===== config.mk =====
export PLATFORM = sky130hd
export DESIGN_NAME = updown_mod_counter_flat
export DESIGN_NICKNAME = d
export VERILOG_FILES = /design/src/rtl/counter_pkg.sv /design/src/rtl/updown_mod_counter_if.sv /design/src/rtl/updown_mod_counter_step.sv /design/src/rtl/updown_mod_counter.sv /design/src/flat_wrapper.sv
export SDC_FILE = /design/constraint.sdc
export NUM_CORES = 1
export LEC_CHECK = 0
export ABC_CLOCK_PERIOD_IN_PS = 1700
export CAP_MARGIN = 20
export CORE_AREA = 2 2 39 41
export CTS_BUF_LIST = sky130_fd_sc_hd__clkbuf_4 sky130_fd_sc_hd__clkbuf_8 sky130_fd_sc_hd__clkbuf_16
export CTS_CLUSTER_DIAMETER = 120
export DETAILED_ROUTE_END_ITERATION = 16
export DIE_AREA = 0 0 41 43
export DONT_BUFFER_PORTS = 1
export PLACE_DENSITY = 0.39
export SYNTH_ARGS = -nofsm -noshare
export SYNTH_HDL_FRONTEND = slang
export SYNTH_SLANG_ARGS = --single-unit

===== constraint.sdc =====
create_clock -name clk -period 1.7 [get_ports clk]
set_clock_uncertainty 0.1 [all_clocks]
set_input_delay 0.51 -clock clk [delete_from_list [all_inputs] [get_ports clk]]
set_output_delay 0.51 -clock clk [all_outputs]
set_load 0.01 [all_outputs]

===== src/rtl/counter_pkg.sv =====
// rtl/counter_pkg.sv - shared counter mode constants, MAX helper and modulus legality check
package counter_pkg;

  localparam logic CNT_MODE_WRAP     = 1'b0;
  localparam logic CNT_MODE_SATURATE = 1'b1;

  function automatic longint cnt_max(input longint modulus);
    return modulus - 64'sd1;
  endfunction

  // Width is capped so the 2**WIDTH bound stays representable in a longint.
  function automatic bit cnt_modulus_legal(input int width, input longint modulus);
    return (width >= 1) && (width <= 62) &&
           (modulus >= 64'sd2) && (modulus <= (64'sd1 <<< width));
  endfunction

endpackage


===== src/rtl/updown_mod_counter_if.sv =====
// rtl/updown_mod_counter_if.sv - control and status bundle of the up/down modulus counter
interface updown_mod_counter_if #(
  parameter int WIDTH = 4
);

  logic             en;
  logic             upordown;
  logic             load;
  logic [WIDTH-1:0] load_value;
  logic [WIDTH-1:0] count;
  logic             tc;
  logic             wrap;

  modport master (
    output en, upordown, load, load_value,
    input  count, tc, wrap
  );

  modport slave (
    input  en, upordown, load, load_value,
    output count, tc, wrap
  );

endinterface


===== src/rtl/updown_mod_counter_step.sv =====
// rtl/updown_mod_counter_step.sv - combinational next-count and wrap decode for one enabled step
module updown_step
  import counter_pkg::*;
#(
  parameter int WIDTH = 4
) (
  input  logic [WIDTH-1:0] count,
  input  logic             upordown,
  input  logic [WIDTH-1:0] max_value,
  input  logic             mode,
  output logic [WIDTH-1:0] next_count,
  output logic             wrap
);

  always_comb begin
    next_count = count;
    wrap       = 1'b0;
    if (upordown) begin
      if (count < max_value) begin
        next_count = count + WIDTH'(1);
      end else if (mode == CNT_MODE_WRAP) begin
        next_count = '0;
        wrap       = 1'b1;
      end
    end else begin
      if (count != '0) begin
        next_count = count - WIDTH'(1);
      end else if (mode == CNT_MODE_WRAP) begin
        next_count = max_value;
        wrap       = 1'b1;
      end
    end
  end

endmodule


===== src/rtl/updown_mod_counter.sv =====
// rtl/updown_mod_counter.sv - up/down counter with programmable modulus, load clamp, tc and wrap pulse
module updown_mod_counter
  import counter_pkg::*;
#(
  parameter int WIDTH    = 4,
  parameter int MODULUS  = 16,
  parameter int SATURATE = 0
) (
  input logic                clk,
  input logic                reset,
  updown_mod_counter_if.slave bus
);

  if (!cnt_modulus_legal(WIDTH, longint'(MODULUS))) begin : g_illegal_modulus
    $error("updown_mod_counter: MODULUS must lie in 2 .. 2**WIDTH");
  end

  localparam logic [WIDTH-1:0] MAX  = WIDTH'(cnt_max(longint'(MODULUS)));
  localparam logic             MODE = (SATURATE != 0) ? CNT_MODE_SATURATE : CNT_MODE_WRAP;

  logic [WIDTH-1:0] count_q;
  logic             wrap_q;
  logic [WIDTH-1:0] step_count;
  logic             step_wrap;
  logic [WIDTH-1:0] load_clamped;

  updown_step #(.WIDTH(WIDTH)) u_step (
    .count      (count_q),
    .upordown   (bus.upordown),
    .max_value  (MAX),
    .mode       (MODE),
    .next_count (step_count),
    .wrap       (step_wrap)
  );

  assign load_clamped = (bus.load_value > MAX) ? MAX : bus.load_value;

  // Priority reset > load > en; wrap is a single-cycle pulse cleared on every other path.
  always_ff @(posedge clk) begin
    if (reset) begin
      count_q <= '0;
      wrap_q  <= 1'b0;
    end else if (bus.load) begin
      count_q <= load_clamped;
      wrap_q  <= 1'b0;
    end else if (bus.en) begin
      count_q <= step_count;
      wrap_q  <= step_wrap;
    end else begin
      wrap_q  <= 1'b0;
    end
  end

  assign bus.count = count_q;
  assign bus.wrap  = wrap_q;
  assign bus.tc    = bus.upordown ? (count_q == MAX) : (count_q == '0);

endmodule


===== src/flat_wrapper.sv =====
// flat-port wrapper written by rule: the top's interface ports become plain ports
module updown_mod_counter_flat import counter_pkg::*;
#(
  parameter int WIDTH    = 4,
  parameter int MODULUS  = 16,
  parameter int SATURATE = 0
)
  (clk, reset, bus_en, bus_upordown, bus_load, bus_load_value, bus_count, bus_tc, bus_wrap);
  updown_mod_counter_if #(.WIDTH(WIDTH)) bus_i ();
  input logic clk;
  input logic reset;
  input wire logic [$bits(bus_i.en)-1:0] bus_en;
  input wire logic [$bits(bus_i.upordown)-1:0] bus_upordown;
  input wire logic [$bits(bus_i.load)-1:0] bus_load;
  input wire logic [$bits(bus_i.load_value)-1:0] bus_load_value;
  output wire logic [$bits(bus_i.count)-1:0] bus_count;
  output wire logic [$bits(bus_i.tc)-1:0] bus_tc;
  output wire logic [$bits(bus_i.wrap)-1:0] bus_wrap;
  assign bus_i.en = bus_en;
  assign bus_i.upordown = bus_upordown;
  assign bus_i.load = bus_load;
  assign bus_i.load_value = bus_load_value;
  assign bus_count = bus_i.count;
  assign bus_tc = bus_i.tc;
  assign bus_wrap = bus_i.wrap;
  updown_mod_counter #(.WIDTH(WIDTH), .MODULUS(MODULUS), .SATURATE(SATURATE)) u_core (.clk(clk), .reset(reset), .bus(bus_i));
endmodule

==> flow_metrics.env <==
export IMPL_violations="setup timing"
export IMPL_antenna_found_initial=0
export IMPL_drt_pass1_iter_count=4
export IMPL_maxSlewHeadroom=0.835
export IMPL_setup_viol=1
export IMPL_synth_xor_area_share=0.0483
export IMPL_final_global_route_overflow_total=0
export IMPL_tns_ps=-227
export IMPL_multi_input_area_um2=267
export IMPL_core_region_area_um2=1380
export IMPL_total_die_area_um2=1760
export IMPL_rsz0062_at_grt="yes"
export IMPL_grt_pass1_vias=371
export IMPL_synth_area_um2=363
export IMPL_detailedPlacementHpwl_um=771
export IMPL_multiplexer_share_of_the_synthesized_area=0.0586
export IMPL_grt_start_max_net_pins=9
export IMPL_drt_iter0_drc=4
export IMPL_tritoncts_num_sinks=5
export IMPL_fillCellCount=152
export IMPL_route_detailed_vias_per_inst=5.16
export IMPL_antenna_violating_nets_post_route=0
export IMPL_finalWorstSetupSlack_ps=-227
export IMPL_clk_transition_reported_paths_ps=50
export IMPL_tritoncts="yes"
export IMPL_post_route_period_util=1.13
export IMPL_postCtsHoldBufs=0
export IMPL_clockRootBuffer="sky130_fd_sc_hd__clkbuf_4"
export IMPL_synth_net_count=56
export IMPL_holdWs_ps=222
export IMPL_route_top_layer_used="met3"
export IMPL_wl_per_cell_um=13.4
export IMPL_wl_met3_um=80
export IMPL_ys_ff_latch=5
export IMPL_initial_cell_density_of_the_core=0.262
export IMPL_die_width_um=41
export IMPL_end_kind="output port"
export IMPL_cap_violations=0
export IMPL_synth_cell_types=23
export IMPL_synth_compound_gate_area_share=0.321
export IMPL_finalNetCount=65
export IMPL_critPathMaxFanout=3
export IMPL_final_routed_wirelength_um=925
export IMPL_wl_met2_um=480
export IMPL_grt_pass1_wl_mm=1.53
export IMPL_synth_fa_ha_area_frac=0.0690
export IMPL_p_leak_nw=0.206
export IMPL_io_pins=15
export IMPL_rows=14
export IMPL_drc=0
export IMPL_ys_seq_area_frac=0.276
export IMPL_final_hold_violation_count=0
export IMPL_crit_arrival_ps=1320
export IMPL_pwr_density_cell_nw_per_um2=828
export IMPL_synthesis_area_per_instance_um2=8.06
export IMPL_clk_insertion_delay_late_ps=240
export IMPL_final_gp_congestion=0.701
export IMPL_vias=356
export IMPL_io_buffers=0
export IMPL_synth_simple_area_share=0.172
export IMPL_worst_slew_pin_tran_ps=247
export IMPL_grt_util_all_layers=0.125
export IMPL_synthesis_yosys_warnings=0
export IMPL_start_kind="register"
export IMPL_area_growth_syn_to_layout_pct=30.7
export IMPL_hold_class="primary input to register"
export IMPL_cts_path_max_buffers=2
export IMPL_timing_worst_setup_path_type="register to output port"
export IMPL_run_status="finished with violations"
export IMPL_maxSlewViolCount=0
export IMPL_n_antenna_cell=0
export IMPL_seqCellArea_um2=103
export IMPL_syn_instance_count=45
export IMPL_post_cts_repair_setup_buffers=0
export IMPL_clock_fmax_mhz=519
export IMPL_period_minus_slack_ps=1930
export IMPL_synth_top_family_by_area="compound AO/OA/AOI/OAI gates"
export IMPL_p_total_uw=392
export IMPL_cts_htree_levels=1
export IMPL_tritoncts_num_buffers=3
export IMPL_routedLengthMet1_um=364
export IMPL_drive_gt1_frac=0.396
export IMPL_worst_ir_drop_vdd_v=0.000487
export IMPL_die_ht_um=43
export IMPL_worst_endpoint_required_ps=1090
[through the flow]
| step | util | setup WS (ps) | instances | cell area, um2 |
|---|---|---|---|---|
| 6_report | 0.343 | -227 | 69 | 474 |
| 5_1_grt | 0.343 | -279 | 69 | 474 |
| 4_1_cts | 0.343 | -244 | 69 | 474 |
| 3_5_place_dp | 0.320 | -51.7 | 65 | 443 |
| 3_3_place_gp | 0.320 | -17.4 | 65 | 443 |
| 2_1_floorplan | - | -119 | 45 | 399 |
[layer usage]
| layer | GRT usage | vias to the layer above |
|---|---|---|
| met3 | 0.0838 | 0 |
| met5 | 0 | - |
| met4 | 0 | 0 |
| met2 | 0.209 | 13 |
| li1 | - | 176 |
| met1 | 0.132 | 167 |
[final cells by class]
| cell class | count | area share |
|---|---|---|
| repair buffers | 5 | 0.0792 |
| clock buffers | 4 | 0.0633 |
| flip-flops and latches | 5 | 0.216 |
| well taps | 16 | 0.0422 |
| multi-input cells | 35 | 0.562 |
| inverters | 4 | 0.0369 |
[repair_timing]
item                                    4_1_cts  5_1_grt
endpoints found under the setup margin        1        2
resized for setup                             2        0
hold endpoints to repair                      0        0
pin swaps                                     1        1
[critical path, cell delays in order (launching register included)]
cell and delay (ps):
sky130_fd_sc_hd__dfxtp_2 320, sky130_fd_sc_hd__inv_2 70, sky130_fd_sc_hd__ha_4 130, sky130_fd_sc_hd__or3b_4 390
sky130_fd_sc_hd__o21ai_4 170
[synthesized netlist by cell type]
cell	n	area, um2
sky130_fd_sc_hd__nand2_1	6	22.5
sky130_fd_sc_hd__dfxtp_1	5	100
sky130_fd_sc_hd__inv_1	4	15.0
sky130_fd_sc_hd__a21oi_1	3	15.0
sky130_fd_sc_hd__nor2_1	3	11.3
sky130_fd_sc_hd__a21oi_2	2	17.5
sky130_fd_sc_hd__a31oi_1	2	12.5
sky130_fd_sc_hd__and3_1	2	12.5
sky130_fd_sc_hd__ha_1	2	25.0
sky130_fd_sc_hd__o21ai_0	2	10.0
sky130_fd_sc_hd__xor2_1	2	17.5
sky130_fd_sc_hd__a211oi_1	1	7.51
sky130_fd_sc_hd__a21o_1	1	7.51
sky130_fd_sc_hd__a41oi_1	1	8.76
sky130_fd_sc_hd__clkbuf_2	1	5.00
sky130_fd_sc_hd__mux2_2	1	11.3
sky130_fd_sc_hd__mux2i_1	1	10.0
sky130_fd_sc_hd__nor3_1	1	5.00
sky130_fd_sc_hd__o21ai_1	1	5.00
sky130_fd_sc_hd__o21ba_2	1	10.0
sky130_fd_sc_hd__o221ai_2	1	15.0
sky130_fd_sc_hd__o31ai_1	1	7.51
sky130_fd_sc_hd__or3b_4	1	11.3
[report_power, final]
| part | switching, mW | internal (mW) | leakage [nW] | total [mW] |
|---|---|---|---|---|
| Combinational | 0.0510 | 0.0511 | 0.146 | 0.102 |
| Sequential | 0.00912 | 0.127 | 0.0420 | 0.136 |
| Clock | 0.0496 | 0.105 | 0.0184 | 0.154 |
[state kept, by name (all words and copies together), names as in the netlist]
register          flops
u_core.bus.wrap       1
u_core.bus.count      4
[kinds of logic after synthesis]
group / count (synthesis)
DFF: 5
adders and majority gates: 2
xor gates and xnor gates: 2
AOI/OAI and AO/OA: 16
and+or+nand+nor: 13
buffers and inverters: 5
muxes: 2
[layout by cell type (no fill, tap or decap)]
cell type,synthesis,routed
sky130_fd_sc_hd__a211oi_1,1,1
sky130_fd_sc_hd__a21o_1,1,1
sky130_fd_sc_hd__a21oi_1,3,3
sky130_fd_sc_hd__a21oi_2,2,2
sky130_fd_sc_hd__a31oi_1,2,2
sky130_fd_sc_hd__a41oi_1,1,1
sky130_fd_sc_hd__and3_1,2,2
sky130_fd_sc_hd__buf_4,0,5
sky130_fd_sc_hd__clkbuf_4,0,4
sky130_fd_sc_hd__dfxtp_1,5,3
sky130_fd_sc_hd__dfxtp_2,0,2
sky130_fd_sc_hd__ha_1,2,1
sky130_fd_sc_hd__ha_4,0,1
sky130_fd_sc_hd__inv_1,4,2
sky130_fd_sc_hd__inv_2,0,1
sky130_fd_sc_hd__inv_4,0,1
sky130_fd_sc_hd__mux2_2,1,1
sky130_fd_sc_hd__mux2i_1,1,1
sky130_fd_sc_hd__nand2_1,6,6
sky130_fd_sc_hd__nor2_1,3,3
sky130_fd_sc_hd__nor3_1,1,1
sky130_fd_sc_hd__o21ai_0,2,2
sky130_fd_sc_hd__o21ai_4,0,1
sky130_fd_sc_hd__o21ba_2,1,1
sky130_fd_sc_hd__o221ai_2,1,1
sky130_fd_sc_hd__o31ai_1,1,1
sky130_fd_sc_hd__or3b_4,1,1
sky130_fd_sc_hd__xor2_1,2,2
[worst paths after layout]
kind	start	cells past startpoint	endpoint	slack, ps
worst max-delay path	u_core.bus.count[1]$_SDFFE_PP0P_	4	bus_tc	-230
worst min-delay path	reset	1	u_core.bus.count[0]$_SDFFE_PP0P_	220
worst max register to register	u_core.bus.count[1]$_SDFFE_PP0P_	7	u_core.bus.count[0]$_SDFFE_PP0P_	80
worst min register to register	u_core.bus.count[1]$_SDFFE_PP0P_	4	u_core.bus.count[1]$_SDFFE_PP0P_	520
Power figures use the tool's default switching activity.
